==> src/rtl/risc_ctrl_pkg.sv <==
// Shared encodings for the RISC-V sequencer: opcodes, ALU/immediate select codes, FSM states.
package risc_ctrl_pkg;

    localparam logic [6:0] OP_R     = 7'b0110011;
    localparam logic [6:0] OP_I     = 7'b0010011;
    localparam logic [6:0] OP_B     = 7'b1100011;
    localparam logic [6:0] OP_LOAD  = 7'b0000011;
    localparam logic [6:0] OP_STORE = 7'b0100011;

    localparam logic [2:0] ALU_ADD = 3'b000;
    localparam logic [2:0] ALU_SUB = 3'b001;
    localparam logic [2:0] ALU_AND = 3'b010;
    localparam logic [2:0] ALU_OR  = 3'b011;
    localparam logic [2:0] ALU_XOR = 3'b100;
    localparam logic [2:0] ALU_SLT = 3'b101;
    localparam logic [2:0] ALU_SLL = 3'b110;
    localparam logic [2:0] ALU_SRL = 3'b111;

    localparam logic [1:0] IMM_I = 2'b00;
    localparam logic [1:0] IMM_S = 2'b01;
    localparam logic [1:0] IMM_B = 2'b10;

    typedef enum logic [2:0] {
        ST_IDLE  = 3'd0,
        ST_FETCH = 3'd1,
        ST_EXEC  = 3'd2,
        ST_MEM   = 3'd3,
        ST_FAULT = 3'd4
    } state_e;

    // Returns {supported, ALUControl} for an ALU-class funct3; sltu/sltiu are not supported.
    function automatic logic [3:0] f3_alu(input logic [2:0] f3);
        case (f3)
            3'b000:  return {1'b1, ALU_ADD};
            3'b001:  return {1'b1, ALU_SLL};
            3'b010:  return {1'b1, ALU_SLT};
            3'b100:  return {1'b1, ALU_XOR};
            3'b101:  return {1'b1, ALU_SRL};
            3'b110:  return {1'b1, ALU_OR};
            3'b111:  return {1'b1, ALU_AND};
            default: return {1'b0, ALU_ADD};
        endcase
    endfunction

endpackage

==> src/rtl/risc_main_decoder.sv <==
// Combinational decode of {Instr[30], funct3, opcode} plus flags into datapath control intent.
module risc_main_decoder
    import risc_ctrl_pkg::*;
(
    input  logic [10:0] op_func,
    input  logic        ZF,
    input  logic        SF,
    output logic [2:0]  alu_ctrl,
    output logic [1:0]  imm_src,
    output logic        alu_src,
    output logic        result_src,
    output logic        branch_taken,
    output logic        is_mem,
    output logic        is_store,
    output logic        reg_wr,
    output logic        illegal
);

    logic [6:0] opcode;
    logic [2:0] funct3;
    logic       f7b5;
    logic [3:0] f3_dec;

    assign opcode = op_func[6:0];
    assign funct3 = op_func[9:7];
    assign f7b5   = op_func[10];
    assign f3_dec = f3_alu(funct3);

    always_comb begin
        alu_ctrl     = ALU_ADD;
        imm_src      = IMM_I;
        alu_src      = 1'b0;
        result_src   = 1'b0;
        branch_taken = 1'b0;
        is_mem       = 1'b0;
        is_store     = 1'b0;
        reg_wr       = 1'b0;
        illegal      = 1'b0;
        case (opcode)
            OP_R: begin
                reg_wr   = 1'b1;
                alu_ctrl = (funct3 == 3'b000 && f7b5) ? ALU_SUB : f3_dec[2:0];
                illegal  = !f3_dec[3] || (f7b5 && funct3 != 3'b000);
            end
            OP_I: begin
                // Bit 30 is immediate data except on shifts, where it would select srai.
                reg_wr   = 1'b1;
                alu_src  = 1'b1;
                alu_ctrl = f3_dec[2:0];
                illegal  = !f3_dec[3] || (f7b5 && funct3[1:0] == 2'b01);
            end
            OP_B: begin
                alu_ctrl = ALU_SUB;
                imm_src  = IMM_B;
                case (funct3)
                    3'b000:  branch_taken = ZF;
                    3'b001:  branch_taken = !ZF;
                    3'b100:  branch_taken = SF;
                    3'b101:  branch_taken = !SF;
                    default: illegal      = 1'b1;
                endcase
            end
            OP_LOAD: begin
                alu_src    = 1'b1;
                is_mem     = 1'b1;
                result_src = 1'b1;
                illegal    = funct3 != 3'b010;
            end
            OP_STORE: begin
                alu_src  = 1'b1;
                imm_src  = IMM_S;
                is_mem   = 1'b1;
                is_store = 1'b1;
                illegal  = funct3 != 3'b010;
            end
            default: illegal = 1'b1;
        endcase
    end

endmodule

==> src/rtl/risc_seq_controller.sv <==
// Multi-cycle run/step sequencer: FETCH/EXEC/MEM with memory-ready timeout, retire counter and sticky fault.
module risc_seq_controller
    import risc_ctrl_pkg::*;
#(
    parameter int CNT_W   = 32,
    parameter int TIMEOUT = 16
) (
    input  logic             CLK,
    input  logic             rst,
    input  logic             run,
    input  logic             step,
    input  logic [10:0]      op_func,
    input  logic             ZF,
    input  logic             SF,
    input  logic             mem_ready,
    output logic             PCWrite,
    output logic             PCSrc,
    output logic             RegWrite,
    output logic             ALUSrc,
    output logic             MemWrite,
    output logic             ResultSrc,
    output logic [2:0]       ALUControl,
    output logic [1:0]       ImmSrc,
    output logic             halted,
    output logic             fault,
    output logic [CNT_W-1:0] instr_count,
    output logic [2:0]       dbg_state
);

    localparam int            TW   = (TIMEOUT > 1) ? $clog2(TIMEOUT) : 1;
    localparam logic [TW-1:0] TMAX = TW'(TIMEOUT - 1);

    state_e           state_q, state_d;
    logic             step_flag_q, step_flag_d;
    logic             fault_q, fault_d;
    logic [TW-1:0]    tcnt_q, tcnt_d;
    logic [CNT_W-1:0] count_q, count_d;
    logic             retire;

    logic [2:0] dec_alu;
    logic [1:0] dec_imm;
    logic       dec_alu_src, dec_result_src, dec_taken;
    logic       dec_is_mem, dec_is_store, dec_reg_wr, dec_illegal;

    risc_main_decoder u_dec (
        .op_func      (op_func),
        .ZF           (ZF),
        .SF           (SF),
        .alu_ctrl     (dec_alu),
        .imm_src      (dec_imm),
        .alu_src      (dec_alu_src),
        .result_src   (dec_result_src),
        .branch_taken (dec_taken),
        .is_mem       (dec_is_mem),
        .is_store     (dec_is_store),
        .reg_wr       (dec_reg_wr),
        .illegal      (dec_illegal)
    );

    always_comb begin
        state_d     = state_q;
        step_flag_d = step_flag_q;
        fault_d     = fault_q;
        tcnt_d      = tcnt_q;
        count_d     = count_q;
        retire      = 1'b0;
        PCWrite     = 1'b0;
        PCSrc       = 1'b0;
        RegWrite    = 1'b0;
        ALUSrc      = 1'b0;
        MemWrite    = 1'b0;
        ResultSrc   = 1'b0;
        ALUControl  = ALU_ADD;
        ImmSrc      = IMM_I;
        case (state_q)
            ST_IDLE: begin
                if (run) begin
                    state_d     = ST_FETCH;
                    step_flag_d = 1'b0;
                end else if (step) begin
                    state_d     = ST_FETCH;
                    step_flag_d = 1'b1;
                end
            end
            ST_FETCH: state_d = ST_EXEC;
            ST_EXEC: begin
                if (dec_illegal) begin
                    state_d = ST_FAULT;
                    fault_d = 1'b1;
                end else begin
                    ALUControl = dec_alu;
                    ImmSrc     = dec_imm;
                    ALUSrc     = dec_alu_src;
                    if (dec_is_mem) begin
                        state_d = ST_MEM;
                        tcnt_d  = '0;
                    end else begin
                        RegWrite = dec_reg_wr;
                        PCWrite  = 1'b1;
                        PCSrc    = dec_taken;
                        retire   = 1'b1;
                    end
                end
            end
            ST_MEM: begin
                // Address path stays driven for the whole wait; write enables only on the ready cycle.
                ALUControl = dec_alu;
                ImmSrc     = dec_imm;
                ALUSrc     = dec_alu_src;
                if (mem_ready) begin
                    MemWrite  = dec_is_store;
                    RegWrite  = dec_result_src;
                    ResultSrc = dec_result_src;
                    PCWrite   = 1'b1;
                    retire    = 1'b1;
                end else if (tcnt_q == TMAX) begin
                    state_d = ST_FAULT;
                    fault_d = 1'b1;
                end else begin
                    tcnt_d = tcnt_q + 1'b1;
                end
            end
            default: state_d = ST_FAULT;
        endcase
        if (retire) begin
            count_d     = count_q + 1'b1;
            step_flag_d = 1'b0;
            state_d     = (run && !step_flag_q) ? ST_FETCH : ST_IDLE;
        end
    end

    always_ff @(posedge CLK or posedge rst) begin
        if (rst) begin
            state_q     <= ST_IDLE;
            step_flag_q <= 1'b0;
            fault_q     <= 1'b0;
            tcnt_q      <= '0;
            count_q     <= '0;
        end else begin
            state_q     <= state_d;
            step_flag_q <= step_flag_d;
            fault_q     <= fault_d;
            tcnt_q      <= tcnt_d;
            count_q     <= count_d;
        end
    end

    assign halted      = (state_q == ST_IDLE) || (state_q == ST_FAULT);
    assign fault       = fault_q;
    assign instr_count = count_q;
    assign dbg_state   = state_q;

endmodule
==> config.mk <==
export PLATFORM = sky130hd
export DESIGN_NAME = risc_seq_controller
export DESIGN_NICKNAME = d
export VERILOG_FILES = /design/src/rtl/risc_ctrl_pkg.sv /design/src/rtl/risc_main_decoder.sv /design/src/rtl/risc_seq_controller.sv
export SDC_FILE = /design/constraint.sdc
export NUM_CORES = 1
export LEC_CHECK = 0
export ABC_AREA = 0
export CAP_MARGIN = 25
export CORE_MARGIN = 2
export CORE_UTILIZATION = 39
export CTS_CLUSTER_DIAMETER = 80
export DETAILED_ROUTE_END_ITERATION = 16
export PLACE_DENSITY = 0.67
export REMOVE_ABC_BUFFERS = 1
export SYNTH_ARGS = -nofsm -noshare
export SYNTH_HDL_FRONTEND = slang
export SYNTH_SLANG_ARGS = --single-unit
==> constraint.sdc <==
create_clock -name CLK -period 3.72 [get_ports CLK]
set_input_delay 0.93 -clock CLK [delete_from_list [all_inputs] [get_ports CLK]]
set_output_delay 0.93 -clock CLK [all_outputs]
set_load 0.01 [all_outputs]
; ---- Word-level counts from Yosys, hierarchy flattened
; Index checks and enable logic that the tools add are counted.
[word_totals]
ff_bits = 41
latchBits = 0
mem_bits_rw = 0
mem_bits_ro = 0
inputBits = 18
output_inout_bits = 48
mem_count = 0
[classes]
addsub = 2
mul = 0
n_div = 0
magnitude_cmp = 0
eq_ne = 28
shift = 0
n_mux = 55
bitwise = 0
n_reduce_logical = 25
[ops]
columns = operator, n
row1 = adder 32 x 1 -> 32 bit (second input constant), 1
row2 = 2-to-1 mux 1 bit, 28
row3 = case mux 4 bit (7 select lines), 1
row4 = 2-to-1 mux 3 bit, 9
row5 = 2-to-1 mux 4 bit, 4
row6 = equality test 3 bit (second input constant), 5
row7 = equality test 7 x 6 -> 1 bit (second input constant), 2
row8 = != test 2 bit (second input constant), 6
row9 = case mux 3 bit (4 select lines), 1
row10 = equality test 3 x 2 -> 1 bit (second input constant), 3
row11 = case mux 3 bit (3 select lines), 1
row12 = != test 4 bit (second input constant), 2
row13 = case mux 1 bit (2 select lines), 4
row14 = case mux 1 bit (4 select lines), 2
row15 = case mux 2 bit (2 select lines), 2
row16 = case mux 4 bit (2 select lines), 1
row17 = AND reduction 4 bit, 2
row18 = equality test 7 x 2 -> 1 bit (second input constant), 1
row19 = equality test 7 x 5 -> 1 bit (second input constant), 1
row20 = equality test 7 bit (second input constant), 1
row21 = equality test 3 x 1 -> 1 bit (second input constant), 2
row22 = logical NOT 3 bit, 2
row23 = != test 3 bit (second input constant), 2
row24 = case mux 3 bit (2 select lines), 1
row25 = 15 further kinds, 26

; ---- Depth between registers and ports, before layout
; Gate-level depths: netlist (run 1).
[logic_depth]
word_depth = 9
mapped_depth = 7
ltp_nobuf = 6

; ---- Hierarchy
; From an unflattened synthesis (run 1), not the netlist that was laid out.
[unflattened]
cells_unflattened = 232
area_unflattened_um2 = 2297.2
[by_module_without_submodules]
columns = module, n_inst, cells_each, area_each_um2
row1 = risc_seq_controller, 1, 196, 2037.0
row2 = risc_main_decoder, 1, 36, 260.2

; ---- Least setup slack after synthesis (run 1)
; Ideal clock, no wire load.
[synth_timing]
path_type = input-to-output
start = input port op_func[8]
end = output port PCWrite
t_arrival_ns = 2.193
path_slack_ns = 0.597
stages = 5
path_cell_list = buf_6 > and4bb_2 > a311oi_2 > o41ai_4 > buf_6
[synth_between]
elab_chain_len = 7
word_cells_on_any_way = 21
cone_classes = 8 x eq/ne / 5 x mux / 8 x reduce/logical
[synth_rtl]
columns = element, line_no
row1 = start: declaration, risc_seq_controller.sv:12  ; input logic [10:0] op_func,
row2 = "equality test 3 bit, or another cell as far along", risc_ctrl_pkg.sv:33  ; case (f3)
row3 = case mux 4 bit (7 select lines), risc_ctrl_pkg.sv:33
row4 = logical NOT 1 bit, "risc_main_decoder.sv:43, risc_main_decoder.sv:50"
row5 = "logical OR 1 bit, on equally long branches", "risc_main_decoder.sv:50, risc_main_decoder.sv:43"
row6 = case mux 1 bit (4 select lines) *, risc_main_decoder.sv:39  ; case (opcode)
row7 = 2-to-1 mux 1 bit *, risc_seq_controller.sv:87  ; if (dec_illegal) begin
row8 = case mux 1 bit (2 select lines) *, risc_seq_controller.sv:75  ; case (state_q)
row9 = end: declaration, risc_seq_controller.sv:16  ; output logic PCWrite,
; Every way passes the cells marked *; elsewhere a longest branch is shown, timed or not.

; ---- Worst setup path in the final report (run 1)
[layout_timing]
start = input port op_func[7]
end = output port ALUControl[0]
[layout_between]
elab_chain_len = 7
word_cells_on_any_way = 24
cone_classes = 8 x eq/ne / 7 x mux / 9 x reduce/logical
[layout_rtl]
columns = element, line_no
row1 = "equality test 3 bit, or another cell as far along", risc_ctrl_pkg.sv:33
row2 = case mux 4 bit (7 select lines), risc_ctrl_pkg.sv:33
row3 = logical NOT 1 bit, "risc_main_decoder.sv:43, risc_main_decoder.sv:50"
row4 = "logical OR 1 bit, on equally long branches", "risc_main_decoder.sv:50, risc_main_decoder.sv:43"
row5 = case mux 1 bit (4 select lines), risc_main_decoder.sv:39
row6 = 2-to-1 mux 3 bit, risc_seq_controller.sv:87
row7 = case mux 3 bit (2 select lines) *, risc_seq_controller.sv:75
row8 = end: declaration, risc_seq_controller.sv:22  ; output logic [2:0] ALUControl,
; Marks and branches as above.

==> impl_metrics.csv, run 1 <==
group,metric,value,unit
global_route,grt_pass1_vias,2040,
min_path,min_from,"instr_count[31]$_DFFE_PP0P_",
cts,cts_buffers,5,
logic_synthesis,synth_compound_area_share,10.16,%
timing,hold_viol,0,
timing,finalSetupViolCount,0,
global_route,antenna_found_initial,0,
cells_and_area,fin_util,57.12,%
route,first_pass_iters,4,
cts,htree_num_levels,2,
logic_synthesis,ys_ff_latch,41,
route,via_per_inst,5.393,
cts,path_clk_slew,0.08,ns
power_and_ir_drop,power.total,0.9010,mW
logic_synthesis,seq_area_frac_synth,43.39,%
timing,finalCriticalPeriod,3.701,ns
logic_synthesis,synth-edff-count,0,
placement,port_buffers,65,
job,maxCapViolations,0,
route,ant_nets,0,
logic_synthesis,synth-xor-area-share,12.22,%
power_and_ir_drop,combPwrFrac,15.3,%
logic_synthesis,muxShareOfSynthArea,1.323,%
cells_and_area,drive_gt1_share,15.36,%
cells_and_area,layout.nets,351,
critical_path,cp_slowest_stage_delay,0.50,ns
floorplanning,rows,28,
cts,cts-root-buf,"clkbuf_8",
logic_synthesis,synthCells,242,
timing,finalMaxSlewViolations,0,
critical_path,worst_path_max_delay_cell,"clkdlybuf4s50_1",
critical_path,r2r_start,"dbg_state[1]$_DFFE_PP0P_",
critical_path,cp.arrival,2.77,ns
floorplanning,start_util,40.18,%
critical_path,critPathLaunchType,"primary input",
critical_path,cp_num_buf_inv,4,
timing,period_share,99.49,%
power_and_ir_drop,swShare,26.90,%
floorplanning,dieHeight,81.87,microns
cts,clockBufferDepth,2,
critical_path,crit_chain,"clkdlybuf4s50_1, buf_6, nand3b_1, a31oi_4, nor2_1, o21bai_1, buf_4, a21oi_1, dlygate4sd2_1",
route,wl_per_cell,15.19,microns
cells_and_area,antenna_cells,0,
critical_path,cp_max_fo,4,
floorplanning,io_pins,66,
global_route,grt_pass1_wl,9639,microns
power_and_ir_drop,switchingPower,0.2424,mW
placement,dp_hpwl,4138,microns
power_and_ir_drop,power_frac_seq,53.0,%
global_route,grt.overflow.total,0,
logic_synthesis,avgSynthCellArea,9.772,sq um
critical_path,cp-end-kind,"output port",
critical_path,cpLargestDelayFamily,"buffers and inverters",
logic_synthesis,synth_ff_type,"dfrtp_1",
critical_path,crit_required,2.79,ns
cells_and_area,syn2layout_area_growth,42.17,%
power_and_ir_drop,p_int,0.6587,mW
power_and_ir_drop,cellPowerDensity,268.0,mW/mm^2
timing,worst_pin_slew,0.7270,ns
logic_synthesis,yosys.area_share.simple,27.83,%
power_and_ir_drop,clkPwrFrac,31.7,%
route,first_iter_violations,196,
route,wirelength,6183,microns
power_and_ir_drop,power_leakage,1.468,nW
timing,skew,0.006127,ns
critical_path,crit_type,"primary input to output port",
floorplanning,core_area,0.005886,sq mm
timing,fmax,0.2702,GHz
logic_synthesis,synth_adder_area_share,1.058,%
logic_synthesis,synth_area,0.002365,sq mm
route,remaining_drc_errors,0,
floorplanning,die_x,81.87,microns
logic_synthesis,synth_top_family_by_area,"simple AND/OR/NAND/NOR gates",
outcome,status,"finished, final reports clean",
placement,place_congestion,0.8489,
critical_path,worstSetupStartpoint,"op_func[7]",
logic_synthesis,async_reset_ff_share,100.0,%
timing,fin_hold_ws,0.4867,ns
cts,cts_tree,"yes",
cts,cts.sinks,41,
floorplanning,die_area,0.006703,sq mm
logic_synthesis,ys_warn_count,0,
global_route,grt_usage,18.42,%
timing,slew_headroom,51.53,%
global_route,grt_max_degree,42,
logic_synthesis,ys_types,48,
power_and_ir_drop,vdd_drop_max,189.8,uV
min_path,hold_class,"register to register",
cts,insertion_delay,0.30,ns
route,num_vias,2195,
power by group through the flow:
stage | combinational (mW) | clock [mW] | sequential [mW]
finish | 0.138 | 0.285 | 0.477
global route | 0.152 | 0.310 | 0.479
CTS | 0.132 | 0.289 | 0.477
detailed placement | 0.127 | 0 | 0.485
global placement | 0.125 | 0 | 0.485
floorplan | 0.0553 | 0 | 0.485
cells in the mapped netlist, types with 2 or more instances:
cell type	number	area share [%]
xnor2_1	29	11
ha_1	2	1.1
a21oi_1	5	1.1
nand4_1	16	4.2
inv_1	5	0.79
nand3_1	16	3.4
and3_1	12	3.2
a31oi_1	3	0.79
nor3_1	7	1.5
a211oi_1	3	0.95
or3_1	3	0.79
and4_1	2	0.74
buf_6	4	1.9
o211ai_1	2	0.63
nand2b_1	4	1.1
nand2_1	16	2.5
clkbuf_1	7	1.1
dfrtp_1	41	43
xor2_1	4	1.5
mux2i_1	2	0.85
nor2_1	14	2.2
nand3b_1	8	2.5
nor4_1	2	0.53
o21ai_0	9	1.9
a41oi_1	2	0.74
nor2b_1	2	0.53
sequential cells by signal (all words and copies together), names as in the netlist:
name	count
dbg_state	3
step_flag_q	1
fault	1
instr_count	32
tcnt_q	4
what timing repair did:
item,4_1_cts,5_1_grt
pin swaps,6,5
buffers inserted,4,6
resized for setup,22,7
cloned,0,0
setup endpoints to repair,10,5
hold buffers,0,0
cell families after synthesis:
family	after synthesis
flip-flops	41
multiplexers	3
XOR/XNOR	33
buffers and inverters	17
adder cells (fa/ha/maj)	2
AND/OR/NAND/NOR	113
AO/OA/AOI/OAI	33
metrics by stage:
stage,setup WS [ns],area [sq um],std cells,setup TNS (ns)
2_1_floorplan,0.2776,2288,230,0
3_3_place_gp,-0.2132,3176,389,-1.633
4_1_cts,-0.05709,3301,401,-0.05709
3_5_place_dp,-0.2606,3176,389,-1.917
5_1_grt,-0.05276,3362,407,-0.1578
6_report,0.01897,3362,407,0
cell usage in the layout, fill, tap and decap left out, drive strengths merged, types with 3 or more instances in the layout:
master          n
a211oi          3
a21oi           5
a31oi           3
and3           12
buf            31
clkbuf          7
clkdlybuf4s50  51
dfrtp          41
dlygate4sd2     8
dlymetal6s2s    3
inv             5
nand2          16
nand2b          5
nand3          16
nand3b          8
nand4          16
nor2           14
nor3            7
o21ai           9
or3             3
xnor2          29
xor2            4
worst register-to-register path, cell delays in order, from the launching register on:
cell and delay (ns):
dfrtp_1 0.49, nand2b_2 0.18, or2_4 0.32, o41ai_4 0.38, buf_4 0.41, nor3b_1 0.28
xor2_1 0.17
layer usage:
metal	part of all wire [%]	vias up	routed length, microns	track usage [%]
met5	0	-	0	0
li1	-	1059	-	-
met4	1.5	0	95	6.000
met1	48	1075	2953	26.25
met2	47	50	2931	28.05
met3	3.3	11	202	3.626
cell type report:
| class | count | area, sq um |
|---|---|---|
| tap | 75 | 93.84 |
| inverter | 5 | 18.77 |
| multi-input combinational | 184 | 1286 |
| sequential | 41 | 1026 |
| fill | 543 | 2524 |
| clock inverter | 2 | 10.01 |
| clock buffer | 6 | 72.57 |
| timing repair buffer | 94 | 854.6 |
path summary, 6_finish.rpt:
kind | to | slack [ns] | depth (start not counted)
setup / recovery | ALUControl[0] | 0.02 | 9
hold / removal | instr_count[31]$_DFFE_PP0P_ | 0.49 | 1
setup reg to reg | instr_count[27]$_DFFE_PP0P_ | 1.42 | 6
hold reg to reg | instr_count[31]$_DFFE_PP0P_ | 0.49 | 1
max in group asynchronous | fault$_DFFE_PP0P_ | 2.29 | 3
min in group asynchronous | instr_count[1]$_DFFE_PP0P_ | 1.07 | 3
Power figures use the tool's default switching activity.
==> run 2: changes to the inputs <==
Settings changed: CAP_MARGIN 25 to 20.
Clock period 3.72 ns to 3.5 ns, I/O delays scaled along.
==> run 2 against run 1 <==
- via count up 0.77%
- sequential share of layout area down 0.59 points
- core utilization up 1.1 points
- count of clock-buffer cells in the layout up 1
- cell count up 1.5%
- final area up 2.0%
- routed wire length down 0.68%
- non-clock buffer count up 7
- critical endpoint unchanged
- highest routed layer unchanged
==> impl_metrics.csv, run 2 (same netlist as run 1, synthesis figures left out) <==
group,metric,value,unit
outcome,status,"finished, final reports clean",
floorplanning,die_x,81.87,microns
power_and_ir_drop,clkPwrFrac,32.2,%
route,wl_met3,211,microns
critical_path,cp_max_fo,3,
critical_path,cp_slowest_stage_delay,0.51,ns
placement,place_congestion,0.8315,
cells_and_area,syn2layout_area_growth,44.97,%
floorplanning,dieHeight,81.87,microns
route,num_vias,2212,
floorplanning,start_util,40.18,%
critical_path,crit_type,"primary input to output port",
route,top_layer_used,"met4",
timing,fin_tns_setup,0,ns
critical_path,crit_chain,"clkdlybuf4s50_1, nand3b_1, a31oi_4, nor2_1, o21bai_1, buf_4, a21oi_1, dlygate4sd2_1",
min_path,hold_class,"register to register",
route,ant_nets,0,
placement,placed_cells,391,
timing,finalSetupViolCount,0,
cells_and_area,antenna_cells,0,
critical_path,cp-end-kind,"output port",
job,maxCapViolations,0,
cells_and_area,drive_gt1_share,17.75,%
timing,period_share,98.09,%
cells_and_area,final_cells,413,
cts,path_clk_slew,0.07,ns
cts,cts.sinks,41,
global_route,grt_usage,18.94,%
placement,placed_cell_area,0.003191,sq mm
power_and_ir_drop,power_leakage,1.505,nW
cts,cts-root-buf,"clkbuf_8",
route,drt-met1-wl,2860,microns
global_route,grt_max_degree,42,
cells_and_area,mostFrequentLayoutCell,"clkdlybuf4s50_1",
route,wl_per_cell,14.87,microns
power_and_ir_drop,swShare,25.91,%
power_and_ir_drop,p_int,0.7240,mW
power_and_ir_drop,cellPowerDensity,285.1,mW/mm^2
cts,htree_num_levels,2,
critical_path,cp_num_buf_inv,3,
cts,insertion_delay,0.30,ns
cells_and_area,design_area,0.003428,sq mm
power_and_ir_drop,power_frac_seq,51.3,%
critical_path,worst_path_max_delay_cell,"clkdlybuf4s50_1",
cts,clockBufferDepth,2,
cells_and_area,fin_util,58.25,%
global_route,antenna_found_initial,0,
timing,slew_headroom,60.28,%
route,met2_length,2949,microns
power_and_ir_drop,vdd_drop_max,235.3,uV
timing,finalCriticalPeriod,3.433,ns
route,via_per_inst,5.356,
route,first_pass_iters,4,
global_route,grt.overflow.total,0,
route,wirelength,6141,microns
floorplanning,core_area,0.005886,sq mm
timing,worst_pin_slew,0.5912,ns
timing,finalMaxSlewViolations,0,
floorplanning,rows,28,
route,remaining_drc_errors,0,
cts,cts_tree,"yes",
critical_path,cpLargestDelayFamily,"buffers and inverters",
global_route,grt_pass1_wl,9818,microns
floorplanning,io_pins,66,
power_and_ir_drop,switchingPower,0.2532,mW
cts,cts_buffers,5,
cells_and_area,layout.nets,358,
power_and_ir_drop,power.total,0.9773,mW
critical_path,critPathLaunchType,"primary input",
power_and_ir_drop,combPwrFrac,16.5,%
timing,fmax,0.2913,GHz
placement,dp_hpwl,4182,microns
cells_and_area,layout_common_cells,"clkdlybuf4s50_1 (48), dfrtp_1 (41), buf_4 (34)",
cells_and_area,largest_reg_flops,32,
floorplanning,die_area,0.006703,sq mm
critical_path,cp.arrival,2.56,ns
placement,port_buffers,65,
timing,skew,0.005577,ns
route,first_iter_violations,108,
critical_path,crit_required,2.62,ns
timing,hold_viol,0,
global_route,grt_pass1_vias,2047,
run 2: cell types whose count changed in the layout (fill, tap and decap cells not counted), sizes merged:
cell and delta:
buf +7, clkinv -2, clkbuf +3, dlymetal6s2s +1, clkdlybuf4s50 -3
run 2: area by class of cell:
cell class	instances	area (sq um)
fill	529	2457
multi-input combinational	184	1300
sequential	41	1026
timing repair buffer	101	903.4
tap	75	93.84
clock buffer	7	86.33
inverter	5	18.77
run 2: path summary, 6_finish.rpt:
check                                         endpoint  cells past startpoint                         from  slack (ns)
max                                      ALUControl[0]                      8                  op_func[10]        0.07
min                        instr_count[31]$_DFFE_PP0P_                      1  instr_count[31]$_DFFE_PP0P_        0.49
max reg2reg                instr_count[27]$_DFFE_PP0P_                      6     dbg_state[1]$_DFFE_PP0P_        1.17
min reg2reg                instr_count[31]$_DFFE_PP0P_                      1  instr_count[31]$_DFFE_PP0P_        0.49
max in group asynchronous   instr_count[3]$_DFFE_PP0P_                      3                          rst        2.13
min in group asynchronous  instr_count[20]$_DFFE_PP0P_                      3                          rst        0.99
run 2: what timing repair did:
action | in CTS | in global routing
pin swaps | 8 | 5
setup endpoints to repair | 11 | 9
setup buffers | 9 | 6
hold buffers | 0 | 0
gates resized for setup | 25 | 14
run 2: per-stage QoR:
| stage | hold WS, ns | setup slack, ns |
|---|---|---|
| global placement | 0.4621 | -0.3299 |
| global route | 0.5050 | -0.02459 |
| detailed placement | 0.4835 | -0.4267 |
| floorplan | 0.4991 | 0.1676 |
| CTS | 0.4938 | -0.09064 |
| finish | 0.4902 | 0.06697 |
run 2: routing by layer:
layer	up-vias	track usage, %
met3	12	3.297
met5	-	0
met4	0	7.500
met2	48	28.13
li1	1065	-
met1	1087	27.28
run 2: power groups by stage:
stage	registers, mW	clock network (mW)	logic [mW]
6_report	0.501	0.315	0.161
5_1_grt	0.503	0.348	0.178
4_1_cts	0.500	0.326	0.155
3_5_place_dp	0.508	0	0.146
3_3_place_gp	0.509	0	0.143
2_1_floorplan	0.516	0	0.0588
